**src/rtl/fifo_wr_arbiter.sv**
```systemverilog
// -----------------------------------------------------------------------------
// fifo_wr_arbiter
//
// Round-robin arbiter that shares the single write port of an async FIFO
// among NUM_REQ producers living in the write clock domain. One producer is
// granted at a time for a burst of up to MAX_BURST words. Writes are gated
// combinationally by the FIFO full flag, so no word is ever pushed into a
// full FIFO and no data is buffered inside this block.
//
// Ports:
//   wr_clk        write-domain clock (only clock in the block)
//   wr_rst_n      async-assert, sync-deassert active-low reset
//   req_valid     per-requester valid
//   req_data      per-requester data, requester i at [i*DATA_WIDTH +: DATA_WIDTH]
//   req_ready     per-requester ready (only the grantee can be ready)
//   fifo_full     FIFO full flag, combinational from the FIFO
//   fifo_wr_en    FIFO write enable
//   fifo_wr_data  FIFO write data, zero when fifo_wr_en is low
//   grant_id      index of the current or most recent grantee
//   busy          high while a grant is active
// -----------------------------------------------------------------------------
module fifo_wr_arbiter #(
  parameter  int DATA_WIDTH = 8,
  parameter  int NUM_REQ    = 4,
  parameter  int MAX_BURST  = 4,
  localparam int ID_W       = $clog2(NUM_REQ)
) (
  input  logic                          wr_clk,
  input  logic                          wr_rst_n,
  input  logic [NUM_REQ-1:0]            req_valid,
  input  logic [NUM_REQ*DATA_WIDTH-1:0] req_data,
  output logic [NUM_REQ-1:0]            req_ready,
  input  logic                          fifo_full,
  output logic                          fifo_wr_en,
  output logic [DATA_WIDTH-1:0]         fifo_wr_data,
  output logic [ID_W-1:0]               grant_id,
  output logic                          busy
);

  // Wide enough to hold MAX_BURST itself.
  localparam int CNT_W = $clog2(MAX_BURST + 1);

  typedef enum logic {
    ST_IDLE  = 1'b0,
    ST_GRANT = 1'b1
  } state_e;

  state_e           state_q,      state_d;
  logic [ID_W-1:0]  grant_id_q,   grant_id_d;
  logic [ID_W-1:0]  last_grant_q, last_grant_d;
  logic [CNT_W-1:0] burst_cnt_q,  burst_cnt_d;

  // ---------------------------------------------------------------------------
  // Round-robin search: first valid bit strictly after 'last', wrapping modulo
  // NUM_REQ. 'last' itself is checked last, so a lone requester can be
  // re-granted. Result is {found, index}.
  // ---------------------------------------------------------------------------
  function automatic logic [ID_W:0] rr_pick(input logic [NUM_REQ-1:0] valid,
                                            input logic [ID_W-1:0]    last);
    logic            found;
    logic [ID_W-1:0] id;
    int              idx;
    found = 1'b0;
    id    = '0;
    for (int k = 1; k <= NUM_REQ; k++) begin
      idx = (int'(last) + k) % NUM_REQ;
      if (!found && valid[idx]) begin
        found = 1'b1;
        id    = ID_W'(idx);
      end
    end
    return {found, id};
  endfunction

  logic [ID_W:0]         pick;
  logic                  pick_found;
  logic [ID_W-1:0]       pick_id;

  assign pick       = rr_pick(req_valid, last_grant_q);
  assign pick_found = pick[ID_W];
  assign pick_id    = pick[ID_W-1:0];

  // ---------------------------------------------------------------------------
  // Grantee view of the request bus
  // ---------------------------------------------------------------------------
  logic                  in_grant;
  logic                  g_valid;
  logic [DATA_WIDTH-1:0] g_data;
  logic                  xfer;
  logic                  last_beat;

  assign in_grant  = (state_q == ST_GRANT);
  assign g_valid   = req_valid[grant_id_q];
  assign g_data    = req_data[int'(grant_id_q)*DATA_WIDTH +: DATA_WIDTH];
  // fifo_full gates the write in the same cycle it rises; no wait for a clock.
  assign xfer      = in_grant && g_valid && !fifo_full;
  assign last_beat = (burst_cnt_q == CNT_W'(MAX_BURST - 1));

  // ---------------------------------------------------------------------------
  // Write-port and handshake outputs
  // ---------------------------------------------------------------------------
  always_comb begin
    // NOTE: every signal assigned in a combinational block gets a default on
    // entry; any path that leaves one unassigned would infer a latch.
    req_ready    = '0;
    fifo_wr_en   = 1'b0;
    fifo_wr_data = '0;
    if (in_grant) begin
      req_ready[grant_id_q] = !fifo_full;
    end
    if (xfer) begin
      fifo_wr_en   = 1'b1;
      fifo_wr_data = g_data;
    end
  end

  assign grant_id = grant_id_q;
  assign busy     = in_grant;

  // ---------------------------------------------------------------------------
  // Next-state logic
  // ---------------------------------------------------------------------------
  always_comb begin
    state_d      = state_q;
    grant_id_d   = grant_id_q;
    last_grant_d = last_grant_q;
    burst_cnt_d  = burst_cnt_q;

    unique case (state_q)
      ST_IDLE: begin
        if (pick_found) begin
          grant_id_d  = pick_id;
          burst_cnt_d = '0;
          state_d     = ST_GRANT;
        end
      end

      ST_GRANT: begin
        if (!g_valid) begin
          // Grantee went away: give the port up without writing.
          state_d      = ST_IDLE;
          last_grant_d = grant_id_q;
        end else if (xfer) begin
          burst_cnt_d = burst_cnt_q + CNT_W'(1);
          if (last_beat) begin
            state_d      = ST_IDLE;
            last_grant_d = grant_id_q;
          end
        end
        // Valid but full: hold the grant with the count frozen, indefinitely.
      end

      default: state_d = ST_IDLE;
    endcase
  end

  // ---------------------------------------------------------------------------
  // State registers. last_grant resets to NUM_REQ-1 so that requester 0 is
  // first in line after reset.
  // ---------------------------------------------------------------------------
  always_ff @(posedge wr_clk or negedge wr_rst_n) begin
    if (!wr_rst_n) begin
      state_q      <= ST_IDLE;
      grant_id_q   <= '0;
      last_grant_q <= ID_W'(NUM_REQ - 1);
      burst_cnt_q  <= '0;
    end else begin
      // NOTE: clocked state uses non-blocking assignments so every register
      // samples the pre-edge values, independent of statement order.
      state_q      <= state_d;
      grant_id_q   <= grant_id_d;
      last_grant_q <= last_grant_d;
      burst_cnt_q  <= burst_cnt_d;
    end
  end

endmodule

```
**config.mk**
```make
export PLATFORM = sky130hd
export DESIGN_NAME = fifo_wr_arbiter
export DESIGN_NICKNAME = d
export VERILOG_FILES = /design/src/rtl/fifo_wr_arbiter.sv
export SDC_FILE = /design/constraint.sdc
export NUM_CORES = 1
export LEC_CHECK = 0
export ABC_CLOCK_PERIOD_IN_PS = 4750
export BUFFER_PORTS_ARGS = -buffer_cell sky130_fd_sc_hd__buf_2
export CAP_MARGIN = 20
export CORE_MARGIN = 4
export CORE_UTILIZATION = 25
export DETAILED_ROUTE_END_ITERATION = 8
export HOLD_SLACK_MARGIN = 0.08
export RECOVER_POWER = 25
export SLEW_MARGIN = 40
export SYNTH_ARGS = -nofsm -noshare
export SYNTH_HDL_FRONTEND = slang
export SYNTH_SLANG_ARGS = --single-unit
```
**constraint.sdc**
```tcl
create_clock -name wr_clk -period 4.75 [get_ports wr_clk]
set_clock_uncertainty 0.15 [all_clocks]
set_input_delay 1.425 -clock wr_clk [delete_from_list [all_inputs] [get_ports wr_clk]]
set_output_delay 1.425 -clock wr_clk [all_outputs]
set_load 0.01 [all_outputs]
```
Word-level counts from Yosys, hierarchy flattened. Index checks and enable logic that the tools add are counted.

Word-level logic and storage cells: 84. Flip-flop bits (word level): 8. Output and inout port bits: 16.

Reduce and logical (&&, ||, !) cells: 17. Mux-type cells: 39. Bitwise gates (word level): 6. Add/subtract/negate cells: 5. $lt $le $gt $ge: 6. Equality and inequality tests: 6. Shift-type cells: 1.

Operators with widths (number): variable part select 32 x 6 -> 8 bit (1); two-way mux 1 bit (19); less-than comparator 3 x 4 -> 1 bit, second input constant (4); two-way mux 2 bit (7); binary-select mux 1 bit (select 2 bit) (5); two-way mux 3 bit (3); two-way mux 8 bit (1); inequality test 2 x 1 -> 1 bit, second input constant (4); OR reduction 2 bit (4); logical AND 1 bit (6); one-hot mux 3 bit (2 select lines) (1); AND reduction 3 bit (2); adder 2 x 1 -> 2 bit, second input constant (2); adder 2 bit, second input constant (2); bitwise AND 1 bit, first input constant (4); bitwise AND 4 bit (1); logical NOT 1 bit (4); two-way mux 4 bit (1); adder 3 x 1 -> 3 bit, second input constant (1); == test 3 x 2 -> 1 bit, second input constant (1); less-than comparator 2 x 3 -> 1 bit, second input constant (1); demux 1 bit (select 2 bit) (1); greater-or-equal comparator 2 x 1 -> 1 bit, second input constant (1); inequality test 2 bit, second input constant (1); 3 further kinds (3).

Logic depth before layout (Yosys ltp). Gate-level depths: netlist of run 1.

Depth after elaboration: 18. Depth in mapped cells: 5. Depth with buffers taken out: 5.

Worst setup path before layout of run 1. No wires, ideal clock.

Path type: input -> output. Start: in req_valid[3]. End: out fifo_wr_data[0]. Stages on the path: 3. Path buffers: 1. Data required time: 3.175 ns. Slack: 0.870 ns. Arrival time: 2.305 ns. Path through: mux4_2 clkbuf_1 and3_1.

Longest elaborated chain between the ends: 5.

RTL lines: start, declared (RTL line 30) `input logic [NUM_REQ-1:0] req_valid,`; binary-select mux 1 bit (select 2 bit) (RTL line 93) `assign g_valid = req_valid[grant_id_q];`; two-way mux 1 bit (not written as such) (RTL line 93); logical AND 1 bit (2 in a row) (RTL line 96) `assign xfer = in_grant && g_valid && !fifo_full;`; two-way mux 8 bit (RTL line 111) `if (xfer) begin`; end, declared (RTL line 35) `output logic [DATA_WIDTH-1:0] fifo_wr_data,`.

Every way passes these cells. The select of a mux whose other input is x is not followed.

Worst setup path after layout of run 1.
Start: in req_valid[3]. End: out fifo_wr_data[3].

Same word-level chain as after synthesis.

==> results summary, run 1 <==
The worst register-to-register path begins at grant_id[0]$_DFFE_PN0P_. The effective utilization at floorplan came out at 26.7%. For the worst setup path, the data required time is roughly 3.2 ns.

The fraction of final layout cells with drive strength greater than 1 is a little under three fifths. The number of antenna violations at the first check in global routing was 0. Of the post-synthesis cell area, the dominant cell type holds about a quarter. The maximum fanout encountered on the critical timing path is 15. The DRC violations left is 0. The die area is 0.00430 sq mm.

The post-synthesis instance area came out at 828 sq um. The number of buffers inserted by post-CTS setup repair came out at 0. The post-detailed-placement half-perimeter wirelength is 1.90 mm. The share of the Yosys chip area taken by registers is between 20% and 30%. The number of buffers added on ports is 54. The leakage power of the design is 0.587 nW. The number of standard cells in the layout, taps in and fillers out is 173. The number of synthesis warnings is 0. The distinct cell type count after synthesis came out at 31.

The final net count is 171. The number of max-capacitance violations reported is 0. Counting I/O delays and the setup requirement, the final critical path takes 4.10 ns. The final setup TNS came out at 0 ns. The sort of element at the end of the critical path is a primary output. Grouping stages by cell kind, the critical path spends the most delay in multiplexers. Leaving out fill and tap cells, the most frequent cell in the layout is sky130_fd_sc_hd__buf_2. The maximum number of pins on one net before global-route repair came out at 19. The first element of the critical path is req_valid[3]. The synthesized instance count is slightly below 80. The worst pin sits at a relative slew slack of 53.6%. The worst path arrival time came out at 2.52 ns. The combined global-route utilization of all metal layers is 10.6%. The total wire length after detailed routing is 2.24 mm. The number of failing hold endpoints at the final stage was 0.

The total setup violations reported at the end of the flow is 0. The sum of buffers and inverters on the critical path came out at 2. In the layout the commonest cells are 53 x sky130_fd_sc_hd__buf_2, 9 x sky130_fd_sc_hd__mux4_2, 9 x sky130_fd_sc_hd__and3_1.

The average routed wire per standard cell is roughly 13 microns. The DRC marker count from the first detailed-route iteration came out at 31. In this run the worst hold path is classified as register to register.

For this run the aggregate overflow at the end of global routing stands at 0. The final core utilization is 37.0%. Once detail routing completed, the nets flagged for antenna violations numbered 0. The slowest stage of the critical path is the sky130_fd_sc_hd__mux4_2 cell. The count of final max-slew check failures came out at 0.

The number of iterations in the first detailed-routing pass is 3. The average instance area after synthesis is 10.8 sq um. The number of global-route vias before repair is 822. The net count of the mapped netlist came out at 118. The total cell area at the placement stage came out at roughly 0.0011 sq mm. By area the synthesized netlist is led by sky130_fd_sc_hd__mux4_2 24%, sky130_fd_sc_hd__dfrtp_1 18%, sky130_fd_sc_hd__and3_1 6.8%, sky130_fd_sc_hd__dfstp_2 6.3%, sky130_fd_sc_hd__o211ai_2 4.5%. The area added between synthesis and finish came out at 38.5%.

In this run the count of I/O pins placed on the die edge is 55. The power per cell area came out at 457 mW/mm^2. The clock latency reported for the late side of the worst-skew pair is around 0.25 ns. The number of antenna cells inserted came out at 0. The number of synthesized register bits came out at 8.

The root buffer cell chosen for the clock tree is sky130_fd_sc_hd__clkbuf_4. The signal on the critical path passes through buf_2 > mux4_2 > and3_1 > buf_2. The worst setup path is launched from an input port. The longest clock path from root to sink contains 2 buffers. The slew at the pin with the worst max-slew slack came out at 0.696 ns. The first-pass GRT wire length is 3.59 mm. The highest clock rate came out at approximately 240 MHz. The most numerous cell type found on the critical path is sky130_fd_sc_hd__buf_2. The largest single stage delay on the critical path is 0.62 ns. The number of gates resized after CTS was 0.

The worst hold path begins at burst_cnt_q[1]$_DFFE_PN0P_. The critical path is of the input port to primary output type. The count of placed standard cells including taps is 169.

The top cell type by total area after synthesis is sky130_fd_sc_hd__mux4_2. The layout has 339 filler cells. The worst ir drop on vdd came out at 0.105 mV. The period utilization came out at 86.2%. The total number of vias came out at 825. The quantity of hold-fixing buffers added after cts came out at 0. Routability-driven placement finished with a final weighted congestion of approximately 0.76.

The depth of the CTS H-tree is 1. The region available for standard cell placement spans slightly above 0.003 sq mm. The via-per-instance ratio is around 4.8. The CTS clock-pin slew for the worst setup and hold paths came out at 0.05 ns. TritonCTS built the clock tree.

The number of core rows came out at 20. The CTS sink count came out at 8. The run finished with clean final reports.

Counting the buffers created by CTS gives 3. The height of the chip is 65.6 microns. The floorplan step set the die width to 65.6 microns. Setup repair after global routing left no endpoint under its margin. The final design area excluding fillers came out at 0.00115 sq mm.
## synthesized netlist by cell type
library cell and instances:
sky130_fd_sc_hd__o41a_1 1, sky130_fd_sc_hd__mux4_2 9, sky130_fd_sc_hd__o211ai_2 3, sky130_fd_sc_hd__nand2_1 6, sky130_fd_sc_hd__a21boi_2 1, sky130_fd_sc_hd__nor3b_1 1, sky130_fd_sc_hd__buf_2 1, sky130_fd_sc_hd__nand3_1 1
sky130_fd_sc_hd__dfstp_2 2, sky130_fd_sc_hd__nor3_1 1, sky130_fd_sc_hd__clkbuf_1 4, sky130_fd_sc_hd__o21ai_1 2, sky130_fd_sc_hd__nand2b_1 2, sky130_fd_sc_hd__nor4_2 1, sky130_fd_sc_hd__o21bai_1 1, sky130_fd_sc_hd__dfrtp_1 6
sky130_fd_sc_hd__o32ai_1 1, sky130_fd_sc_hd__and3_1 9, sky130_fd_sc_hd__nand4b_1 1, sky130_fd_sc_hd__ha_1 2, sky130_fd_sc_hd__nor2_1 2, sky130_fd_sc_hd__mux2i_1 1, sky130_fd_sc_hd__o31ai_1 1, sky130_fd_sc_hd__and3b_1 2
sky130_fd_sc_hd__buf_6 1, sky130_fd_sc_hd__inv_1 3, sky130_fd_sc_hd__nand4bb_1 2, sky130_fd_sc_hd__a21oi_1 2, sky130_fd_sc_hd__nand3b_1 3, sky130_fd_sc_hd__nor2b_1 3, sky130_fd_sc_hd__mux2_1 2
## per-layer routing
layer  track usage [%]  vias to the layer above  share of wire [%]  wire [microns]
li1                  -                      405                  -               -
met1              11.9                      376                 39             864
met2              20.0                       42                 49            1100
met3              1.71                        2                 11             254
met4              3.89                        0               0.72              16
met5                 0                        -                  0               0
## per-stage QoR
step           hold slack [ns]  total power (W)  setup WS [ns]
6_report                 0.411         0.000524          0.653
5_1_grt                  0.433         0.000576          0.565
4_1_cts                  0.414         0.000536          0.644
3_5_place_dp             0.404         0.000478          0.642
3_3_place_gp             0.380         0.000471          0.666
2_1_floorplan            0.365         0.000400          0.870
## path summary, 6_finish.rpt
path | to | slack, ns | depth (start not counted)
worst max-delay path | fifo_wr_data[3] | 0.65 | 4
worst min-delay path | burst_cnt_q[1]$_DFFE_PN0P_ | 0.41 | 2
worst max register to register | last_grant_q[1]$_DFFE_PN1P_ | 2.44 | 3
worst min register to register | burst_cnt_q[1]$_DFFE_PN0P_ | 0.41 | 2
max in group asynchronous | last_grant_q[1]$_DFFE_PN1P_ | 3.19 | 1
min in group asynchronous | grant_id[0]$_DFFE_PN0P_ | 0.92 | 1
## kinds of logic (layout without fill, tap and decap cells)
| logic type | after synthesis | after routing | share of synthesized area [%] |
|---|---|---|---|
| DFF | 8 | 8 | 24.5 |
| and+or+nand+nor | 34 | 34 | 26.4 |
| muxes | 12 | 12 | 28.4 |
| adders and majority gates | 2 | 2 | 3.02 |
| AOI/OAI and AO/OA | 12 | 12 | 12.5 |
| buffers and inverters | 9 | 61 | 5.13 |
## layout make-up
type	instances	area (sq um)	area share (%)
Timing Repair Buffer	54	269	23.4
Clock buffer	4	26.3	2.29
Tap cell	44	55.1	4.80
Inverter	3	11.3	0.981
Sequential cell	8	203	17.7
Multi-Input combinational cell	60	583	50.8
## tightest hold or removal path: stages (launching register included)
cell and delay, ns:
sky130_fd_sc_hd__dfrtp_1 0.36, sky130_fd_sc_hd__nand3b_1 0.09, sky130_fd_sc_hd__o211ai_2 0.07
## sequential cells by signal, indices dropped and copies added (netlist names)
register,count
burst_cnt_q,3
grant_id,2
last_grant_q,2
busy,1
## report_power, final
part           internal (W)  switching [W]   total, W  leakage, nW
Clock             0.0000321      0.0000223  0.0000544       0.0150
Combinational      0.000173       0.000110   0.000283        0.475
Sequential         0.000104      0.0000830   0.000187       0.0964
Total              0.000309       0.000215   0.000524        0.587
(Power assumes the default switching activity.)
==> inputs of run 2 (changes only) <==
--- a/config.mk
+++ b/config.mk
@@ -8,8 +8,10 @@
 export ABC_CLOCK_PERIOD_IN_PS = 4750
 export BUFFER_PORTS_ARGS = -buffer_cell sky130_fd_sc_hd__buf_2
 export CAP_MARGIN = 20
+export CORE_ASPECT_RATIO = 0.5
 export CORE_MARGIN = 4
 export CORE_UTILIZATION = 25
+export CTS_BUF_LIST = sky130_fd_sc_hd__clkbuf_2 sky130_fd_sc_hd__clkbuf_4 sky130_fd_sc_hd__clkbuf_8
 export DETAILED_ROUTE_END_ITERATION = 8
 export HOLD_SLACK_MARGIN = 0.08
 export RECOVER_POWER = 25
==> results summary, run 2 (synthesis results as in run 1) <==
The run finished with clean final reports. The post-detailed-placement half-perimeter wirelength came to 1.77 mm (-6.8%). The library cell used as clock root buffer is sky130_fd_sc_hd__clkbuf_8. The combined global-route utilization of all metal layers came out at 9.86% (-0.77 points). The final net count was 171 (unchanged).

The total setup violations reported at the end of the flow is 0 (unchanged). The leakage power of the design came out at 0.593 nW (+1.1%). The placer's final routability congestion estimate came out at 0.688 (-9.3%). The total wire length after detailed routing was 2.25 mm (+0.49%). The power per cell area came to 481 mW/mm^2 (+5.3%).

The count of final max-slew check failures came out at 0 (unchanged). The die area came out at 0.00435 sq mm (+1.3%). The fill cell instance count of the final layout is 313 (-7.7%).

The highest clock rate came out at 244 MHz (about the same). The worst setup path is launched from an input port. The slew at the pin with the worst max-slew slack came to 0.740 ns (+0.0447 ns).

The boundary pin count is 55 (unchanged). The depth of the CTS H-tree is 1 (unchanged). The total clock buffers created by CTS is 3 (unchanged). The DRC marker count from the first detailed-route iteration came out at 52 (+68%). The worst path arrival time was 2.52 ns (about the same). The effective utilization at floorplan came to 26.9% (+0.17 points). The number of failing hold endpoints at the final stage is 0 (unchanged).

The remaining max-slew budget at the tightest pin came out at 50.2% (-3.4 points). The TritonCTS clock tree is yes. The maximum number of pins on one net before global-route repair is 19 (unchanged). The final design area excluding fillers came out at 0.00116 sq mm (+0.87%). The total number of vias was 816 (-1.1%).

The clock tree buffer depth was 2 (unchanged). The die outline width was 89.4 microns (+36%). The number of nets still failing antenna checks after routing was 0 (unchanged). The worst ir drop on vdd is 0.155 mV (+48%). The number of core rows came out at 14 (-30%). The overflow left after global routing is 0 (unchanged).

The flip-flop count of the largest register after layout is 3 (unchanged). The clock period minus final worst setup slack is 4.10 ns (-0.000415 ns). The number of antenna cells inserted is 0 (unchanged). The number of max-capacitance violations reported is 0 (unchanged).

The height of the chip is 48.7 microns (-26%). The quantity of hold-fixing buffers added after cts is 0 (unchanged). Setup repair after global routing left no endpoint under its margin. The CTS clock-pin slew for the worst setup and hold paths is 0.04 ns (about the same).

The number of global-route vias before repair is 782 (-4.9%). The via-per-instance ratio is 4.86 (+1.9%). The post-cts gate resize count is 0 (unchanged).

The area occupied by registers came out at 203 sq um (unchanged). The area of the core region came to 0.00308 sq mm (-0.65%). The number of buffers inserted by post-CTS setup repair is 0 (unchanged). The number of antenna violations at the first check in global routing is 0 (unchanged). The maximum fanout encountered on the critical timing path is 15 (unchanged). The commonest non-fill, non-tap cell in the layout is sky130_fd_sc_hd__buf_2. burst_cnt_q holds more flip-flops than any other register.

The clock latency reported for the late side of the worst-skew pair is 0.22 ns (-0.03 ns). The final setup TNS is 0 ns (unchanged). The number of iterations in the first detailed-routing pass is 4 (+1). The multi-input gate area in the final layout came out at 583 sq um (unchanged). The sum of internal, switching and leakage power is 0.000557 W (+6.3%).

Leaving out fill and tap cells, the most frequent cells in the layout are 53 x sky130_fd_sc_hd__buf_2, 9 x sky130_fd_sc_hd__mux4_2, 9 x sky130_fd_sc_hd__and3_1. Relative to the synthesized area, the layout overhead comes to 39.7%. The period utilization is 86.2% (about the same). The DRC violations left was 0 (unchanged). The CTS sink count came out at 8 (unchanged). The number of buffers added on ports came out at 54 (unchanged).

The average routed wire per standard cell is 13.4 microns (+3.5%). The first-pass GRT wire length was 3.53 mm (-1.7%). STA classifies the critical path endpoint as a primary output. The start-to-end type of the worst setup path is input port to primary output. The fraction of final layout cells with drive strength greater than 1 was 56.3% (+0.44 points). The total cell area at the placement stage came to 0.00112 sq mm (-0.45%).

The worst path required time is 3.17 ns (about the same). The worst hold path belongs to the class register to register.
run 2: cell count changes in the layout (fill, tap and decap cells not counted), sizes merged:
cell	previous run	this run
clkbuf	5	4
run 2: path summary, 6_finish.rpt:
| path | slack [ns] | depth (start not counted) | start | end |
|---|---|---|---|---|
| worst max-delay path | 0.65 | 4 | req_valid[3] | fifo_wr_data[7] |
| worst min-delay path | 0.40 | 2 | burst_cnt_q[1]$_DFFE_PN0P_ | burst_cnt_q[1]$_DFFE_PN0P_ |
| worst max register to register | 2.41 | 3 | grant_id[0]$_DFFE_PN0P_ | last_grant_q[1]$_DFFE_PN1P_ |
| worst min register to register | 0.40 | 2 | burst_cnt_q[1]$_DFFE_PN0P_ | burst_cnt_q[1]$_DFFE_PN0P_ |
| max in group asynchronous | 3.17 | 1 | wr_rst_n | last_grant_q[0]$_DFFE_PN1P_ |
| min in group asynchronous | 0.96 | 1 | wr_rst_n | busy$_DFF_PN0_ |
run 2: stage by stage:
stage                     utilization, %  cells  hold slack [ns]  setup slack [ns]
after floorplan                        -     77            0.365             0.870
after global placement              36.2    165            0.390             0.666
after detailed placement            36.2    165            0.398             0.649
after CTS                           37.6    168            0.407             0.648
after global routing                37.5    168            0.435             0.553
final                               37.5    168            0.403             0.654
run 2: metal layers:
layer	wire [microns]	up-vias	track usage, %
li1	-	406	-
met1	1020	382	13.0
met2	1050	28	17.2
met3	172	0	1.02
met4	0	0	2.23
met5	0	-	0
run 2: critical path, stage by stage:
cell                     delay, ns
sky130_fd_sc_hd__buf_2        0.13
sky130_fd_sc_hd__mux4_2       0.63
sky130_fd_sc_hd__and3_1       0.20
sky130_fd_sc_hd__buf_2        0.13
run 2: layout make-up:
type | instances | share of cell area, %
multi-input cells | 60 | 50.4
repair buffers | 54 | 23.2
flip-flops and latches | 8 | 17.5
well taps | 40 | 4.32
clock buffers | 3 | 3.57
inverters | 3 | 0.973
run 2: where the power goes:
part | internal, W | leakage [nW] | switching, W | total [W]
clock | 0.0000547 | 0.0216 | 0.0000247 | 0.0000795
sequential | 0.000104 | 0.0964 | 0.0000859 | 0.000190
combinational | 0.000174 | 0.475 | 0.000114 | 0.000288
